<file path="src/rtl/mbgd_hypothesis_seq.sv">
// rtl/mbgd_hypothesis_seq.sv - mini-batch gradient descent hypothesis accumulator (h = sat((X * teta) >> SHIFT))
//
// Ports:
//   clk, resetn            clock, asynchronous active-low reset
//   start                  one-cycle request to begin a batch (honoured only in IDLE)
//   teta_vec [DW1*F]       parameter vector, latched on start
//   x_col [DW1*N]          one feature column, one element per sample lane
//   col_valid / col_ready  column handshake (ready only while accumulating)
//   h [DW1*N]              saturated hypothesis vector
//   h_valid / h_ready      result handshake
//   busy                   high whenever not IDLE
module mbgd_hypothesis_seq #(
    parameter int DW1   = 8,
    parameter int N     = 8,
    parameter int F     = 8,
    parameter int F_BIT = 3,
    parameter int SHIFT = 8
) (
    input  logic               clk,
    input  logic               resetn,
    input  logic               start,
    input  logic [DW1*F-1:0]   teta_vec,
    input  logic [DW1*N-1:0]   x_col,
    input  logic               col_valid,
    output logic               col_ready,
    output logic [DW1*N-1:0]   h,
    output logic               h_valid,
    input  logic               h_ready,
    output logic               busy
);

    // Sum of F products of two DW1-bit values never exceeds 2*DW1+F_BIT bits.
    localparam int ACC_W = 2*DW1 + F_BIT;
    localparam logic [ACC_W-1:0] SAT = ACC_W'((1 << DW1) - 1);

    typedef enum logic [1:0] {
        IDLE  = 2'd0,
        ACCUM = 2'd1,
        DONE  = 2'd2
    } state_t;

    state_t             state_q, state_d;
    logic [DW1-1:0]     teta_q [F];
    logic [ACC_W-1:0]   acc_q  [N];
    logic [ACC_W-1:0]   acc_d  [N];
    logic [F_BIT-1:0]   cnt_q;
    logic [DW1*N-1:0]   h_q, h_d;
    logic               load, accept, last;
    logic [2*DW1-1:0]   prod;
    logic [ACC_W-1:0]   shifted;

    assign h = h_q;

    // Next-state and handshake outputs; all outputs decode from the state only,
    // so reset forces them low immediately.
    always_comb begin
        state_d   = state_q;
        col_ready = 1'b0;
        h_valid   = 1'b0;
        busy      = 1'b0;
        load      = 1'b0;
        accept    = 1'b0;
        last      = 1'b0;
        case (state_q)
            IDLE: begin
                if (start) begin
                    load    = 1'b1;
                    state_d = ACCUM;
                end
            end
            ACCUM: begin
                col_ready = 1'b1;
                busy      = 1'b1;
                if (col_valid) begin
                    accept = 1'b1;
                    if (cnt_q == F_BIT'(F - 1)) begin
                        last    = 1'b1;
                        state_d = DONE;
                    end
                end
            end
            DONE: begin
                h_valid = 1'b1;
                busy    = 1'b1;
                if (h_ready) begin
                    state_d = IDLE;
                end
            end
            default: begin
                state_d = IDLE;
            end
        endcase
    end

    // Per-lane multiply-accumulate and the saturated result of the updated sum,
    // so h can load on the same edge as the last column.
    always_comb begin
        h_d     = '0;
        prod    = '0;
        shifted = '0;
        for (int i = 0; i < N; i++) begin
            prod     = {{DW1{1'b0}}, x_col[i*DW1 +: DW1]} * {{DW1{1'b0}}, teta_q[cnt_q]};
            acc_d[i] = acc_q[i] + {{F_BIT{1'b0}}, prod};
            shifted  = acc_d[i] >> SHIFT;
            h_d[i*DW1 +: DW1] = (shifted > SAT) ? {DW1{1'b1}} : shifted[DW1-1:0];
        end
    end

    always_ff @(posedge clk or negedge resetn) begin
        if (!resetn) begin
            state_q <= IDLE;
        end else begin
            state_q <= state_d;
        end
    end

    always_ff @(posedge clk or negedge resetn) begin
        if (!resetn) begin
            for (int k = 0; k < F; k++) begin
                teta_q[k] <= '0;
            end
            for (int i = 0; i < N; i++) begin
                acc_q[i] <= '0;
            end
            cnt_q <= '0;
            h_q   <= '0;
        end else if (load) begin
            for (int k = 0; k < F; k++) begin
                teta_q[k] <= teta_vec[k*DW1 +: DW1];
            end
            for (int i = 0; i < N; i++) begin
                acc_q[i] <= '0;
            end
            cnt_q <= '0;
        end else if (accept) begin
            for (int i = 0; i < N; i++) begin
                acc_q[i] <= acc_d[i];
            end
            cnt_q <= last ? '0 : cnt_q + F_BIT'(1);
            if (last) begin
                h_q <= h_d;
            end
        end
    end

endmodule
</file>
<file path="config.mk">
export PLATFORM = sky130hd
export DESIGN_NAME = mbgd_hypothesis_seq
export DESIGN_NICKNAME = d
export VERILOG_FILES = /design/src/rtl/mbgd_hypothesis_seq.sv
export SDC_FILE = /design/constraint.sdc
export NUM_CORES = 2
export LEC_CHECK = 0
export ABC_AREA = 1
export ABC_CLOCK_PERIOD_IN_PS = 10100
export BUFFER_PORTS_ARGS = -buffer_cell sky130_fd_sc_hd__buf_4
export CORE_ASPECT_RATIO = 0.6
export CORE_UTILIZATION = 25
export CTS_CLUSTER_DIAMETER = 120
export DETAILED_ROUTE_END_ITERATION = 16
export GPL_TIMING_DRIVEN = 0
export HOLD_SLACK_MARGIN = 0.02
export PLACE_DENSITY = 0.42
export SYNTH_ARGS = -nofsm -noshare
export SYNTH_HDL_FRONTEND = slang
export SYNTH_SLANG_ARGS = --single-unit
</file>
<file path="constraint.sdc">
create_clock -name clk -period 10.1 [get_ports clk]
set_clock_uncertainty 0.05 [all_clocks]
set_input_delay 0.505 -clock clk [delete_from_list [all_inputs] [get_ports clk]]
set_output_delay 0.505 -clock clk [all_outputs]
set_load 0.01 [all_outputs]
</file>
==> metrics.txt <==
outcome finished, final reports clean; Slew @ Worst Pin 1380 ps; # Post-CTS Setup Buffers 0; Via density ~4.4; Layout area overhead 15.6%; NumNets Final 5,506; Filler cells 14,800; initial antenna violation count 17; GRT Overall Usage 18.6%; vias in the first global route 28,400; grt total ovfl 0; Max Fclk 0.148 GHz; antenna-violating nets left 0; fraction of layout instances using a drive strength above 1 around 11%; Initial Util 25.4%; top-area cell type share of the netlist area 23.4%; DRC 0; RSZ-0062 raised after global routing no; non-filler cells, final 6,476; Startpoint Class flop; IO Pins 200; Worst Hold Class input port to flop; drt pass-1 iters 7; Clock transition at path regs ~60 ps; Util after Layout 29.3%; number of cell rows 104; clock buffer count from CTS 40; Net Count, Synth roughly 5,300; Post-Syn Area 34,300 um^2; Hold Startpoint teta_vec[40]; total number of vias about 29,000; area leader, netlist fa_1; Final Hold Vio Count 0; MaxCap Viol Count 0; maximum fanout along the worst path 10; hpwl dp a little over 100,000 um; top post-synthesis cells by area fa_1 23%, dfrtp_1 21%, ha_1 12%; die footprint 139,000 um^2; Async S/R FF share, synth 100%; Req. time, crit path 10,540 ps; Top FF cell, synth dfrtp_1; Clock Latency Late Sink 610 ps; Die H 289 um; Die X-Extent 480 um; most numerous cell in the Yosys netlist inv_1; area of the multi-input gates around 22,000 um^2; sequential area share after synthesis 20.8%; RePlAce Congestion 0.881; Setup Viol. Count Final 0; pre-CTS WS 3500 ps; flops & latches, synth between 200 and 300; yosys synthesis warning count 0; CTS tree yes; Critical Setup Path Class flop to flop; Slew Limit Headroom 7.87%; top cells by count, synth 1,100 x inv_1, 952 x nand2_1, 468 x nor2_1, 400 x fa_1, 334 x ha_1; IO Port Bufs a little under 200; largest net degree at the start of global routing 98; fin crit share 66.8%; clock sinks 285; setup ws final 3350 ps; clock root buffer clkbuf_16; Synth cell types 44; first-pass GRT wire length 189,000 um; H-tree Lvls 2; Worst Setup SP cnt_q[2]; TNS Setup 0 ps; CP Capture Type flop; Slew Viols, Final 0; clk buf depth 3; Synth Area per Inst 7.81 um^2; flip-flop and latch area 7130 um^2; min Tclk post-route 6750 ps; Routed WL 127,000 um; Arr. time, crit path 7190 ps; Reg-to-Reg Start cnt_q[2]; cell count after synthesis 4,388; DR iter-0 viols 2,074; core box area approximately 140,000 um^2; placed cells 6,395; wire per inst 19.6 um; Post-synth EDFFs 0
## per-stage QoR
stage	instance area [um^2]	hold WS [ps]
final	39600	76.3
after global placement	38000	420
after global routing	39600	39.3
after floorplan	34300	159
after detailed placement	38200	417
after CTS	39600	20.5
## layout make-up
cell class | instances | share of cell area [%]
multi-input combinational | 2882 | 56.3
sequential | 285 | 18.0
inverter | 1112 | 10.5
tap | 1802 | 5.69
timing repair buffer | 209 | 4.28
clock buffer | 46 | 2.71
buffer | 109 | 1.67
clock inverter | 26 | 0.793
antenna | 5 | 0.0316
## cells in the final DEF (no fill, tap or decap), drive strengths merged, types with 11 or more instances in the layout
cell,instances
mux2,64
o21ai,116
o221ai,17
xnor2,23
buf,288
nand3,135
a22o,23
and2,21
dfrtp,285
nor2,470
nand4,40
nand3b,17
clkinv,11
fa,400
nand2,969
inv,1115
mux2i,16
a21oi,88
nor3,16
or2,52
clkbuf,72
ha,334
o22ai,40
## state kept, by name (all words and copies together), names as in the netlist
| signal | flops |
|---|---|
| cnt_q | 3 |
| acc_q | 152 |
| h | 64 |
| state_q | 2 |
| teta_q | 64 |
## layer usage
metal	vias up	routed length (um)	part of all wire, %	GRT usage, %
li1	13700	-	-	-
met1	14000	66500	52	29.7
met2	779	47900	38	24.8
met3	106	10700	8.4	4.22
met4	12	1730	1.4	3.14
met5	-	79	0.062	0
## worst max-delay path, cell delays in order (launching register included)
cell      delay [ps]
dfrtp_1          350
buf_2            270
clkinv_1         430
o221ai_1         200
nand2_1          200
inv_1            510
buf_4            400
nand2_1          130
fa_1             540
inv_1             50
fa_1             500
fa_1             510
inv_1             60
fa_1             470
inv_1             50
ha_1             330
nand2_1          150
inv_1             50
a21oi_1          130
nand2_1          150
nand2_1          160
nand2_1           80
nand2_1           70
nand2_1           90
nor2_4           230
nand3_1          270
nand2_1          130
inv_1             40
## final timing paths
kind,end,slack (ps),cells past startpoint
max,h[46],3350,27
min,teta_q[16],80,2
max reg2reg,h[46],3350,27
min reg2reg,h[22],430,2
max in group asynchronous,acc_q[108],8350,4
min in group asynchronous,acc_q[23],440,2
## kinds of logic after synthesis
group,count (synthesis),share of synthesized area [%]
and+or+nand+nor,1726,20.8
buffers and inverters,1221,14.1
adders and majority gates,734,35.6
AOI/OAI and AO/OA,310,5.37
DFF,285,20.8
muxes,80,2.57
xor gates and xnor gates,32,0.818
## timing repair
action,in CTS,in global routing
hold buffers,4,0
hold endpoints to repair,75,0
resized for setup,0,0
Power is not shown: default switching activity piles up to over one toggle a cycle in this logic, so the estimate is an artifact.
